### src/rtl/mipi_csi2_pkt_rx.sv
// mipi_csi2_pkt_rx: single-lane CSI-2 packet header parser and payload gate.
// Optional payload CRC-16 check enabled by defining MIPI_PKT_CRC_EN.
module mipi_csi2_pkt_rx #(
   parameter logic [5:0] LONG_DT_MIN = 6'h10,
   parameter logic [5:0] FS_DT       = 6'h00,
   parameter logic [5:0] FE_DT       = 6'h01
) (
   input  logic        clk,
   input  logic        reset,
   input  logic        we,
   input  logic [7:0]  data,
   output logic        frame_valid,
   output logic        line_valid,
   output logic        dat_valid,
   output logic [7:0]  dat,
   output logic [5:0]  data_type,
   output logic [1:0]  virtual_channel,
   output logic [15:0] word_count,
   output logic        pkt_done,
   output logic        trunc_err,
   output logic        crc_err
);

   localparam logic [2:0] ST_IDLE    = 3'd0;
   localparam logic [2:0] ST_HDR     = 3'd1;
   localparam logic [2:0] ST_PAYLOAD = 3'd2;
   localparam logic [2:0] ST_CRC     = 3'd3;
   localparam logic [2:0] ST_DRAIN   = 3'd4;

   logic [2:0]  r_state;
   logic [1:0]  r_hdr_cnt;
   logic [15:0] r_cnt;
   logic        r_crc_ph;

`ifdef MIPI_PKT_CRC_EN
   logic [15:0] r_crc;
   logic [7:0]  r_crc_lo;

   // Reflected CRC-16 (0x8408) over one byte, LSB first.
   function automatic logic [15:0] crc_upd(
      input logic [15:0] c,
      input logic [7:0]  b
   );
      logic [15:0] v;
      v = c ^ {8'h00, b};
      for (int i = 0; i < 8; i++) begin
         v = v[0] ? ((v >> 1) ^ 16'h8408) : (v >> 1);
      end
      return v;
   endfunction
`else
   assign crc_err = 1'b0;
`endif

   // Packet parser FSM; all outputs are registered here.
   always_ff @(posedge clk) begin
      if (reset) begin
         r_state         <= ST_IDLE;
         r_hdr_cnt       <= 2'd0;
         r_cnt           <= 16'd0;
         r_crc_ph        <= 1'b0;
         frame_valid     <= 1'b0;
         line_valid      <= 1'b0;
         dat_valid       <= 1'b0;
         dat             <= 8'd0;
         data_type       <= 6'd0;
         virtual_channel <= 2'd0;
         word_count      <= 16'd0;
         pkt_done        <= 1'b0;
         trunc_err       <= 1'b0;
`ifdef MIPI_PKT_CRC_EN
         r_crc           <= 16'hFFFF;
         r_crc_lo        <= 8'd0;
         crc_err         <= 1'b0;
`endif
      end else begin
         dat_valid  <= 1'b0;
         line_valid <= 1'b0;
         pkt_done   <= 1'b0;
         trunc_err  <= 1'b0;
`ifdef MIPI_PKT_CRC_EN
         crc_err    <= 1'b0;
`endif
         case (r_state)
            ST_IDLE: begin
               if (we) begin
                  data_type       <= data[5:0];
                  virtual_channel <= data[7:6];
                  r_hdr_cnt       <= 2'd1;
                  r_state         <= ST_HDR;
               end
            end
            ST_HDR: begin
               if (!we) begin
                  trunc_err <= 1'b1;
                  r_state   <= ST_IDLE;
               end else begin
                  case (r_hdr_cnt)
                     2'd1: begin
                        word_count[7:0] <= data;
                        r_hdr_cnt       <= 2'd2;
                     end
                     2'd2: begin
                        word_count[15:8] <= data;
                        r_hdr_cnt        <= 2'd3;
                     end
                     default: begin
                        // ECC byte: consumed, not checked.
                        r_hdr_cnt <= 2'd0;
                        r_crc_ph  <= 1'b0;
`ifdef MIPI_PKT_CRC_EN
                        r_crc     <= 16'hFFFF;
`endif
                        if (data_type < LONG_DT_MIN) begin
                           pkt_done <= 1'b1;
                           if (data_type == FS_DT) frame_valid <= 1'b1;
                           else if (data_type == FE_DT) frame_valid <= 1'b0;
                           r_state <= ST_DRAIN;
                        end else if (word_count != 16'd0) begin
                           r_cnt   <= word_count;
                           r_state <= ST_PAYLOAD;
                        end else begin
                           r_state <= ST_CRC;
                        end
                     end
                  endcase
               end
            end
            ST_PAYLOAD: begin
               if (!we) begin
                  trunc_err <= 1'b1;
                  r_state   <= ST_IDLE;
               end else begin
                  dat        <= data;
                  dat_valid  <= 1'b1;
                  line_valid <= 1'b1;
                  r_cnt      <= r_cnt - 16'd1;
`ifdef MIPI_PKT_CRC_EN
                  r_crc      <= crc_upd(r_crc, data);
`endif
                  if (r_cnt == 16'd1) r_state <= ST_CRC;
               end
            end
            ST_CRC: begin
               if (!we) begin
                  trunc_err <= 1'b1;
                  r_crc_ph  <= 1'b0;
                  r_state   <= ST_IDLE;
               end else if (!r_crc_ph) begin
                  r_crc_ph <= 1'b1;
`ifdef MIPI_PKT_CRC_EN
                  r_crc_lo <= data;
`endif
               end else begin
                  r_crc_ph <= 1'b0;
                  pkt_done <= 1'b1;
`ifdef MIPI_PKT_CRC_EN
                  crc_err  <= ({data, r_crc_lo} != r_crc);
`endif
                  r_state  <= ST_DRAIN;
               end
            end
            ST_DRAIN: begin
               if (!we) r_state <= ST_IDLE;
            end
            default: r_state <= ST_IDLE;
         endcase
      end
   end

endmodule

### config.mk
export PLATFORM = sky130hd
export DESIGN_NAME = mipi_csi2_pkt_rx
export DESIGN_NICKNAME = d
export VERILOG_FILES = /design/src/rtl/mipi_csi2_pkt_rx.sv
export SDC_FILE = /design/constraint.sdc
export NUM_CORES = 1
export LEC_CHECK = 0
export ABC_AREA = 1
export ABC_CLOCK_PERIOD_IN_PS = 2400
export BUFFER_PORTS_ARGS = -buffer_cell sky130_fd_sc_hd__buf_2
export CAP_MARGIN = 30
export CORE_ASPECT_RATIO = 1.5
export CORE_MARGIN = 3
export CORE_UTILIZATION = 56
export CTS_CLUSTER_DIAMETER = 120
export CTS_CLUSTER_SIZE = 8
export DETAILED_ROUTE_END_ITERATION = 7
export PLACE_DENSITY = 0.84
export RECOVER_POWER = 50
export SYNTH_ARGS = -nofsm -noshare
export SYNTH_HDL_FRONTEND = slang
export SYNTH_SLANG_ARGS = --single-unit
### constraint.sdc
create_clock -name clk -period 2.4 [get_ports clk]
set_clock_uncertainty 0.2 [all_clocks]
set_input_delay 0.36 -clock clk [delete_from_list [all_inputs] [get_ports clk]]
set_output_delay 0.36 -clock clk [all_outputs]
set_load 0.02 [all_outputs]
======== Word-level counts from Yosys, hierarchy flattened ========
Index checks and enable logic that the tools add are counted.
storage, ports and cells
  bits in registers ....................... 58
  latch bits .............................. 0
  memory bits (writable) .................. 0
  ROM bits ................................ 0
  output and inout port bits .............. 38
  memories kept ........................... 0
operators by class
  $add $sub $neg .......................... 1
  $mul .................................... 0
  divide/modulo/power cells ............... 0
  magnitude comparators ................... 1
  eq/ne operators ......................... 18
  shifts and indexed selects .............. 0
  mux-type cells .......................... 36
  bitwise logic cells ..................... 3
  reduce and logical (&&, ||, !) cells .... 20
operator list
  cell                                                count
  two-way mux 16 bit                                  5
  case mux 16 bit (2 select lines)                    1
  two-way mux 3 bit                                   9
  == test 16 x 1 -> 1 bit, second input constant      1
  nonzero test 16 bit                                 1
  subtractor 16 x 1 -> 16 bit, second input constant  1
  case mux 3 bit (5 select lines)                     1
  two-way mux 1 bit                                   14
  inequality test 2 bit, second input constant        7
  AND reduction 3 bit                                 4
  AND reduction 5 bit                                 2
  inequality test 3 bit, second input constant        3
  case mux 2 bit (2 select lines)                     2
  nonzero test 2 bit                                  4
  == test 3 x 2 -> 1 bit, second input constant       2
  == test 6 x 1 -> 1 bit, second input constant       1
  logical NOT 6 bit                                   1
  < comparator 6 x 5 -> 1 bit, second input constant  1
  AND reduction 6 bit                                 1
  OR reduction 2 bit                                  3
  two-way mux 2 bit                                   2
  case mux 1 bit (2 select lines)                     2
  AND reduction 2 bit                                 2
  == test 3 x 1 -> 1 bit, second input constant       1
  6 further kinds                                     8

======== Logic depth before layout (Yosys ltp) ========
Gate-level depths: netlist (run 1).
  word-level depth ........................ 6
  mapped depth ............................ 11
  depth with buffers taken out ............ 11

======== Least setup slack after synthesis (run 1) ========
Ideal clock, no wire load.
  path type ............................... reg2reg
  from .................................... reg r_hdr_cnt[0]
  to ...................................... reg r_cnt[13]
  library setup time ...................... 0.070 ns
  data arrival time ....................... 1.451 ns
  data required time ...................... 2.130 ns
  path slack .............................. 0.678 ns
  stages on the path, launching flop included .. 9
  path through ............................ dfxtp_1 inv_1 ha_1 nand2_1 o21ai_2 a21boi_4 buf_6 nand2_1 a21oi_1
on the way
  cells in the longest elaborated chain, start to end .. 4
  elaborated cells on any way between the ends .. 5
  those cells by class .................... eq/ne (3); reduce/logical (2)
ends and longest elaborated chain
  element                                                         line  text
  from (decl)                                                     31    logic [1:0] r_hdr_cnt;
  from (signal assigned)                                          59    r_hdr_cnt <= 2'd0;
  from (signal assigned)                                          89    r_hdr_cnt <= 2'd1;
  from (signal assigned)                                          101   r_hdr_cnt <= 2'd2;
  == test 2 bit / == test 2 x 1 -> 1 bit (equally long branches)  98    case (r_hdr_cnt)
  OR reduction 2 bit (no source line) (*)                         n/a
  inequality test 2 bit (no source line) (*)                      n/a
  AND reduction 6 bit (no source line) (*)                        n/a
  to (signal assigned)                                            120   r_cnt <= word_count;
  to (signal assigned)                                            137   r_cnt <= r_cnt - 16'd1;
  to (decl)                                                       32    logic [15:0] r_cnt;
Every way passes the cells marked *; elsewhere a longest branch is shown, timed or not.
A chain may end at the register's enable or synchronous reset.

======== Worst setup path in the final report (run 1) ========
  from .................................... reg r_state[2]
  to ...................................... reg word_count[12]
on the way
  cells in the longest elaborated chain, start to end .. 2
ends and longest elaborated chain
  element                               line  text
  from (decl)                           30    logic [2:0] r_state;
  from (signal assigned)                58    r_state <= ST_IDLE;
  from (signal assigned)                90    r_state <= ST_HDR;
  from (signal assigned)                96    r_state <= ST_IDLE;
  == test 3 x 1 -> 1 bit                84    case (r_state)
  AND reduction 3 bit (no source line)  n/a
  to (signal assigned)                  104   word_count[15:8] <= data;
  to (decl)                             18    output logic [15:0] word_count,
Every way passes these cells.

==> results of run 1 <==
[power groups by stage]
stage	clock, mW	combinational [mW]	sequential (mW)
after global routing	0.973	1.19	1.16
after detailed placement	0	1.04	1.16
after global placement	0	1.02	1.16
after CTS	0.931	1.05	1.14
after floorplan	0	0.758	1.21
final	0.906	1.04	1.14
[final cells by class]
type	instances	area, µm²	share of cell area, %
Inverter	48	180	5.41
Sequential cell	58	1160	34.8
Clock buffer	10	138	4.13
Multi-Input combinational cell	317	1490	44.8
Timing Repair Buffer	50	211	6.35
Tap cell	66	82.6	2.48
Clock inverter	6	66.3	1.99
[sequential cells by signal, indices dropped and copies added, names as in the netlist]
signal           count
dat_valid            1
frame_valid          1
virtual_channel      2
data_type            6
r_hdr_cnt            2
dat                  8
r_state              3
r_crc_ph             1
pkt_done             1
r_cnt               16
word_count          16
trunc_err            1
[through the flow]
step	power, mW	cell area, µm²	utilization [%]	cells	worst slack (ps)
floorplan	1.97	2930	-	441	678
global placement	2.18	3180	64.5	539	405
detailed placement	2.20	3180	64.5	539	362
CTS	3.12	3380	68.6	555	343
global route	3.32	3330	67.6	555	99.8
finish	3.09	3330	67.6	555	266
[cells in the mapped netlist]
master      n  area, µm²
nand4_1     4       25.0
o21ai_2     1       8.76
buf_6       1       11.3
or2_2       1       6.26
o21bai_1    1       7.51
nand2_1   106        398
dfxtp_1    58       1160
o21ai_1     1       5.00
nor2_2      3       18.8
a21oi_1    41        205
buf_2       8       40.0
nand2_2     2       12.5
a22oi_1     1       7.51
ha_1        4       50.1
nand2_4     2       22.5
mux2i_1     4       40.0
clkbuf_1    4       15.0
a21boi_4    1       18.8
buf_4       3       22.5
o211ai_1    1       7.51
a211oi_1    2       15.0
xor2_1      3       26.3
nor2_1     73        274
buf_1       2       7.51
nor2_4      2       22.5
o21a_1      1       7.51
o21ai_0    31        155
conb_1      1       3.75
nor4_1      2       12.5
inv_1      44        165
nand3_1    29        145
inv_2       4       15.0
[cell families (layout without fill, tap and decap cells)]
group                    after synthesis  after routing  synth area share (%)
AO/OA/AOI/OAI                         81             81                  14.9
XOR/XNOR                               3              3                 0.896
adder cells (fa/ha/maj)                4              4                  1.71
buffers and inverters                 66            114                  9.43
flip-flops                            58             58                  39.6
multiplexers                           4              4                  1.37
other                                  1              1                 0.128
AND/OR/NAND/NOR                      224            224                  32.0
[metal layers]
metal | vias to the layer above | GRT usage (%)
met1 | 1316 | 28.3
met4 | 0 | 13.7
met3 | 22 | 5.60
met2 | 104 | 47.5
li1 | 1492 | -
met5 | - | 0
[worst register-to-register path: cells and delay by family, from the launching register on]
family	cells	cell delay (ps)
AO/OA/AOI/OAI	2	280
AND/OR/NAND/NOR	4	800
buffers and inverters	2	340
flip-flops	1	370
[final timing paths]
| path | start | endpoint | slack [ps] | cells after the start |
|---|---|---|---|---|
| max reg2reg | r_state[2] | word_count[12] | 270 | 8 |
| min reg2reg | virtual_channel[0] | virtual_channel[0] | 270 | 2 |
| max | r_state[2] | word_count[12] | 270 | 8 |
| min | we | trunc_err | 60 | 2 |
==> summary.txt, run 1 <==
Run status
  • Status: finished clean

Die
  • Initial Util: 59.5%
  • Die height: ~95 µm
  • Row Count: 31
  • Top Ports: a little under 50
  • Die X: 65.1 µm
  • Die area: between 6000 and 7000 µm²
  • Core area: slightly below 5000 µm²

Critical path
  • Worst path bufs/invs: 2
  • Crit path required time: 2420 ps
  • CP max-delay cell: dfxtp_1
  • Crit-path max cell delay: ~370 ps
  • Critical path cell sequence: inv_1, nand2_1, nor2_1, nand2_1, inv_2, nand2_1, o21ai_0, a21oi_1
  • Crit path DAT: 2150 ps
  • CP Launch Type: flop
  • Crit end category: flop
  • Most frequent cell on the critical path: nand2_1
  • Critical path class: flop to flop
  • Cell family with most CP delay: simple AND/OR/NAND/NOR gates
  • Max FO, Critical Path: 13

Pwr
  • Clk network pwr share: 29.4%
  • Seq pwr share: 37.1%
  • Sw Share: about two fifths
  • Lkg Pwr: 1.49 nW
  • Combinational Power Share: 33.6%
  • Power Density: between 900 and 1000 nW/µm²
  • Maximum vdd drop: 0.782 mV
  • Pint: 1.90 mW
  • Psw: 1.19 mW

Timing
  • Final setup fails: 0
  • Minimum clock period: 2130 ps
  • Post-Route Setup TNS: 0 ps
  • Hold slack: roughly 60 ps
  • Slew Limit Fails: 0
  • Final Cycle Share: slightly below 90%
  • RSZ-0062 raised after global routing: no
  • Final hold violation count: 0
  • Highest clock rate: roughly 0.47 GHz

Clock tree
  • Hold_buf cts: 0
  • CTS H-tree depth: 3
  • Total CTS buffers: 9
  • Later-pin clock latency in the skew report: approximately 340 ps
  • Bufs on Longest Clock Path: 2
  • Clock slew seen by the registers of the worst setup and hold paths: 70 ps
  • Root Driver: clkbuf_8
  • Post-CTS Resized: 0
  • Postcts setup bufs: 0
  • Total clock sinks: 58
  • CTS tree: yes

Routing
  • Final wirelength: 7.42 mm
  • DRT Pass-1 Iters: 4
  • WL met1: 2.92 mm
  • DR vias/cell: 5.29
  • Routed vias: 2934
  • Avg WL per Cell: 13.4 µm
  • Met3 wire length: 423 µm
  • Antenna viol nets, final: 0
  • Residual DRC count: 0
  • Initial DRC count: 169
  • Highest layer used for signal routing: met4
  • Met2 WL: 3.83 mm

Global route
  • Global-route wire length before repair: 12.4 mm
  • Total track usage: 26.3%
  • Grt total ovfl: 0
  • Largest net degree at the start of global routing: 30
  • Vias in the first global route: 2750
  • Antenna violations before repair: 0

Min path
  • Worst Hold Class: input pin to flop

Synth
  • Syn Inst Count: 441
  • Synth warn: 0
  • Syn nets: 456
  • Number of unique standard cell types used by synthesis: 32
  • Syn avg cell area: ~6.7 µm²
  • Synth Cell Area: between 2000 and 3000 µm²
  • Post-synthesis sequential area ratio: 39.6%
  • Flops & latches, synth: 58

Final layout
  • P&R area growth vs syn: 13.6%
  • Diodes inserted: 0
  • Most frequent cells in the layout: nand2_1, nor2_1, dfxtp_1
  • Final net count: 499
  • Number of fill cells: 468
  • Share of cells above drive strength 1: 8.79%
  • Commonest non-fill, non-tap cell in the layout: nand2_1

Place
  • GP Congestion: 0.947
  • PortBufs: 47
  • DP HPWL: roughly 5.5 mm

Job
  • MaxCap Viol Count: 0
Note: power is estimated with default switching activity, not from simulation.
==> run 2: changes to the inputs <==
--- a/config.mk
+++ b/config.mk
@@ -6,16 +6,16 @@
 export NUM_CORES = 1
 export LEC_CHECK = 0
 export ABC_AREA = 1
-export ABC_CLOCK_PERIOD_IN_PS = 2400
+export ABC_CLOCK_PERIOD_IN_PS = 1830
 export BUFFER_PORTS_ARGS = -buffer_cell sky130_fd_sc_hd__buf_2
 export CAP_MARGIN = 30
 export CORE_ASPECT_RATIO = 1.5
 export CORE_MARGIN = 3
-export CORE_UTILIZATION = 56
+export CORE_UTILIZATION = 50
 export CTS_CLUSTER_DIAMETER = 120
 export CTS_CLUSTER_SIZE = 8
 export DETAILED_ROUTE_END_ITERATION = 7
-export PLACE_DENSITY = 0.84
+export PLACE_DENSITY = 0.8
 export RECOVER_POWER = 50
 export SYNTH_ARGS = -nofsm -noshare
 export SYNTH_HDL_FRONTEND = slang
==> constraint.sdc (replaced) <==
create_clock -name clk -period 1.83 [get_ports clk]
set_clock_uncertainty 0.2 [all_clocks]
set_input_delay 0.2745 -clock clk [delete_from_list [all_inputs] [get_ports clk]]
set_output_delay 0.2745 -clock clk [all_outputs]
set_load 0.02 [all_outputs]
==> summary.txt, run 2 (synthesized netlist as in run 1, its figures left out) <==
Die
  • Die area: 6840 µm²
  • Row Count: 33
  • Die X: 68.5 µm
  • Top Ports: just under 50
  • Die height: 99.8 µm
  • Core area: around 5600 µm²
  • Initial Util: 52.6%

Clock tree
  • Bufs on Longest Clock Path: 2
  • Later-pin clock latency in the skew report: 340 ps
  • CTS H-tree depth: 3
  • CTS tree: yes
  • Root Driver: clkbuf_8
  • Total clock sinks: 58
  • Clock slew seen by the registers of the worst setup and hold paths: 70 ps
  • Total CTS buffers: 9

Pwr
  • Maximum vdd drop: around 0.73 mV
  • Power Density: 1270 nW/µm²
  • Seq pwr share: 32.7%
  • Combinational Power Share: between 30% and 40%
  • Pint: between 2 and 3 mW
  • Psw: 1.65 mW
  • Clk network pwr share: 32.3%
  • Total Power: 4.61 mW
  • Sw Share: 35.7%
  • Lkg Pwr: approximately 1.6 nW

Place
  • PortBufs: 47
  • DP HPWL: 5.90 mm
  • Placement Cell Area: around 3300 µm²
  • GP Congestion: 0.932
  • # placed instances: 560

Critical path
  • Worst path bufs/invs: 2
  • Cell family with most CP delay: simple AND/OR/NAND/NOR gates
  • Critical path cell sequence: inv_1, ha_4, inv_1, nor2_1, nand4_1, nor2_1, nor2_1, a211oi_1
  • Reg2Reg Setup Slack: 80 ps
  • CP max-delay cell: dfxtp_1
  • Crit path DAT: around 1800 ps
  • Crit-path max cell delay: 330 ps
  • Crit path required time: 1870 ps
  • Critical path class: flop to flop
  • CP Launch Type: flop
  • Max FO, Critical Path: 3
  • Crit end category: flop
  • Most frequent cell on the critical path: nor2_1

Global route
  • GR Util met2: 42.1%
  • Met3 Use GR: 5.04%
  • Grt total ovfl: 0
  • Vias in the first global route: 3033
  • Antenna violations before repair: 0
  • Global-route wire length before repair: 13.5 mm
  • Largest net degree at the start of global routing: 30
  • Total track usage: between 20 and 30%
  • Met1 Use GR: 29.7%
  • Busiest metal layer after global routing: met2

Routing
  • DRT Pass-1 Iters: 5
  • Antenna viol nets, final: 0
  • Final wirelength: a little over 8 mm
  • Residual DRC count: 0
  • Avg WL per Cell: ~14 µm
  • DR vias/cell: 5.34
  • Routed vias: 3097
  • Initial DRC count: between 200 and 300

Timing
  • Highest clock rate: 0.570 GHz
  • RSZ-0062 raised after global routing: no
  • Final Cycle Share: between 90% and 100%
  • Final setup fails: 0
  • Final hold violation count: 0
  • Slew Limit Fails: 0
  • Post-Route Setup TNS: 0 ps
  • Minimum clock period: 1750 ps
  • Hold slack: about 39 ps

Final layout
  • Share of cells above drive strength 1: between 10% and 20%
  • Most frequent cells in the layout: nand2_1, nor2_1, dfxtp_1
  • Biggest regs: r_cnt: 16 flops, word_count: 16 flops, dat: 8 flops
  • Number of fill cells: 520
  • Diodes inserted: 0
  • Final net count: 520
  • Commonest non-fill, non-tap cell in the layout: nand2_1
  • Final Instance Area: 3630 µm²
  • P&R area growth vs syn: 23.8%
  • Post-Layout Cell Count: 580

Run status
  • Status: finished clean

Job
  • MaxCap Viol Count: 0

Min path
  • Worst Hold Class: input pin to flop
run 2: cell types whose count changed in the layout (fill, tap and decap cells not counted), sizes merged:
cell         change
buf             +19
bufinv           +2
clkbuf           +3
clkinv           -2
clkinvlp         -1
dlygate4sd3      +1
inv              -1
run 2: routing by layer:
layer | part of all wire, % | up-vias | routed length, µm
met5 | 0 | - | 0
met4 | 4.1 | 0 | 335
met3 | 5.3 | 31 | 436
met2 | 51 | 96 | 4200
met1 | 40 | 1441 | 3250
li1 | - | 1529 | -
run 2: final cells by class:
cell class | instances | area [µm²] | share of cell area (%)
Clock buffer | 12 | 155 | 4.27
Clock inverter | 4 | 97.6 | 2.69
Inverter | 48 | 184 | 5.07
Multi-Input combinational cell | 317 | 1560 | 43.0
Sequential cell | 58 | 1160 | 32.1
Tap cell | 70 | 87.6 | 2.41
Timing Repair Buffer | 71 | 382 | 10.5
run 2: per-stage QoR:
step / setup slack [ps] / utilization [%]
finish: 75.4 / 65.1
global route: 0.0520 / 65.1
CTS: 9.71 / 65.0
detailed placement: -65.2 / 59.6
global placement: 57.1 / 59.6
floorplan: 108 / -
run 2: final timing paths:
| check | from | cells after the start | endpoint |
|---|---|---|---|
| setup / recovery | r_hdr_cnt[0] | 8 | frame_valid |
| hold / removal | data[7] | 3 | dat[7] |
| setup reg to reg | r_hdr_cnt[0] | 8 | frame_valid |
| hold reg to reg | virtual_channel[1] | 2 | virtual_channel[1] |
run 2: what timing repair did:
item                                    CTS  global route
hold buffers                              1             0
hold endpoints to repair                  1             0
setup buffers                             2             1
resized for setup                         3            19
endpoints found under the setup margin    9            27
pin swaps                                 1             2
run 2: worst min-delay path, cell delays in order:
cell and delay [ps]:
buf_2 120, nor2_1 50, nor2_1 90
run 2: power by group through the flow:
stage               Combinational [mW]  Clock (mW)  Sequential, mW
global placement                  1.46           0            1.52
finish                            1.61        1.49            1.51
detailed placement                1.49           0            1.52
global route                      1.80        1.56            1.53
CTS                               1.55        1.50            1.50
floorplan                        0.995           0            1.59
==> run 3: changes to the inputs <==
--- a/config.mk
+++ b/config.mk
@@ -12,9 +12,11 @@
 export CORE_ASPECT_RATIO = 1.5
 export CORE_MARGIN = 3
 export CORE_UTILIZATION = 50
+export CTS_BUF_LIST = sky130_fd_sc_hd__clkbuf_16
 export CTS_CLUSTER_DIAMETER = 120
 export CTS_CLUSTER_SIZE = 8
 export DETAILED_ROUTE_END_ITERATION = 7
+export HOLD_SLACK_MARGIN = 0.15
 export PLACE_DENSITY = 0.8
 export RECOVER_POWER = 50
 export SYNTH_ARGS = -nofsm -noshare
==> summary.txt, run 3 (synthesized netlist as in run 1, its figures left out) <==
Run status
  • Status: finished clean

Die
  • Top Ports: 49
  • Row Count: 33
  • Die X: 68.5 µm
  • Core area: 5570 µm²
  • Initial Util: 52.6%
  • Die height: 99.8 µm
  • Die area: 6840 µm²

Timing
  • Final Cycle Share: 97.7%
  • Final hold violation count: 0
  • Slew Limit Fails: 0
  • Final setup fails: 0
  • Highest clock rate: 0.559 GHz
  • Minimum clock period: approximately 1800 ps
  • Hold slack: about 210 ps
  • RSZ-0062 raised after global routing: yes
  • Final setup margin: 41.8 ps

Final layout
  • Commonest non-fill, non-tap cell in the layout: nand2_1
  • P&R area growth vs syn: 32.1%
  • Diodes inserted: 0
  • Most frequent cells in the layout: nand2_1, nor2_1, dfxtp_1
  • Number of fill cells: 462
  • Share of cells above drive strength 1: 17.0%
  • Biggest regs: r_cnt: 16 flops, word_count: 16 flops, dat: 8 flops
  • Final net count: 533

Routing
  • DRT Pass-1 Iters: 7
  • Initial DRC count: 252
  • Routed vias: 3255
  • Avg WL per Cell: 15.2 µm
  • Final wirelength: between 9 and 10 mm
  • Residual DRC count: 0
  • Antenna viol nets, final: 0
  • DR vias/cell: about 5.5

Min path
  • WHS Endpoint: pkt_done
  • Hold path startpoint: we
  • Hold path depth: 3
  • Worst Hold Class: input pin to flop

Global route
  • Total track usage: between 20% and 30%
  • Global-route wire length before repair: 14.3 mm
  • Grt total ovfl: 0
  • Antenna violations before repair: 0
  • Largest net degree at the start of global routing: 30
  • Vias in the first global route: approximately 3200

Place
  • GP Congestion: 0.932
  • DP HPWL: 5.90 mm
  • PortBufs: 47
  • Worst slack, placed: -65.2 ps

Critical path
  • CP max-delay cell: dfxtp_2
  • R2R Path End: word_count[12]
  • Max FO, Critical Path: 7
  • Most frequent cell on the critical path: nand2_1
  • Critical path cell sequence: inv_2, nand2_1, nor2_2, nand2_1, inv_4, nand2_1, o21ai_0, a21oi_1
  • CP Launch Type: flop
  • Crit path DAT: 1790 ps
  • Critical path class: flop to flop
  • Number of cells on the worst reg-to-reg path: 8
  • Crit-path max cell delay: 350 ps
  • Reg2Reg Setup Slack: 40 ps
  • Crit end category: flop
  • Crit path required time: around 1800 ps
  • RR Startpoint: r_state[2]

Clock tree
  • Bufs on Longest Clock Path: 2
  • Root Driver: clkbuf_16
  • Later-pin clock latency in the skew report: 330 ps
  • CTS H-tree depth: 3
  • CTS tree: yes
  • Clock slew seen by the registers of the worst setup and hold paths: 50 ps
  • Total clock sinks: slightly below 60
  • Total CTS buffers: 9

Pwr
  • Lkg Pwr: 1.75 nW
  • Maximum vdd drop: 0.945 mV
  • Power Density: 1340 nW/µm²

Job
  • MaxCap Viol Count: 0
## run 3: cell type report
type	instances	area (µm²)	share of cell area, %
Tap cell	70	87.6	2.26
Sequential cell	58	1170	30.1
Clock buffer	9	225	5.81
Inverter	48	183	4.71
Multi-Input combinational cell	317	1570	40.5
Clock inverter	7	109	2.81
Timing Repair Buffer	84	537	13.9
## run 3: worst max-delay path, delay by kind of cell, from the launching register on
| family | cells | cell delay [ps] |
|---|---|---|
| buffers and inverters | 2 | 220 |
| DFF | 1 | 350 |
| AOI/OAI and AO/OA | 2 | 380 |
| and+or+nand+nor | 4 | 510 |
## run 3: what timing repair did
action                     in CTS  in global routing
setup endpoints to repair       9                 29
pin swaps                       1                  7
hold endpoints to repair       31                  0
gates cloned                    1                  0
gates resized for setup         5                 23
hold buffers                    9                  0
buffers inserted                3                  4
## run 3: metal layers
layer	part of all wire, %	GRT usage (%)	routed length [µm]	up-vias
li1	-	-	-	1559
met1	37	30.3	3350	1505
met2	52	45.3	4670	148
met3	6.4	4.93	583	43
met4	4.8	21.6	434	0
met5	0	0	0	-
## run 3: stage by stage
| stage | TNS, ps | power [mW] | cell area, µm² | cells | utilization (%) |
|---|---|---|---|---|---|
| after detailed placement | -107 | 3.01 | 3320 | 560 | 59.6 |
| after floorplan | 0 | 2.58 | 2930 | 441 | - |
| after global placement | 0 | 2.98 | 3320 | 560 | 59.6 |
| after global routing | -55.3 | 5.43 | 3870 | 593 | 69.5 |
| final | 0 | 5.17 | 3870 | 593 | 69.5 |
| after CTS | -22.0 | 5.03 | 3830 | 589 | 68.7 |
## run 3: worst max path at each step
| stage | from | end | slack, ps | cells after the start |
|---|---|---|---|---|
| floorplan | r_hdr_cnt[0] | r_cnt[13] | 110 | 8 |
| global placement | r_hdr_cnt[0] | r_cnt[14] | 60 | 8 |
| detailed placement | r_hdr_cnt[0] | r_cnt[4] | -70 | 8 |
| CTS | r_hdr_cnt[0] | r_cnt[2] | -10 | 8 |
| global route | r_state[1] | r_cnt[11] | -10 | 8 |
| finish | r_state[2] | word_count[12] | 40 | 8 |
## run 3: power breakdown
part           leakage [nW]  internal (mW)  switching, mW
clock network         0.162           1.31          0.579
registers             0.472           1.40          0.119
logic                  1.12          0.671           1.09
total                  1.75           3.38           1.79
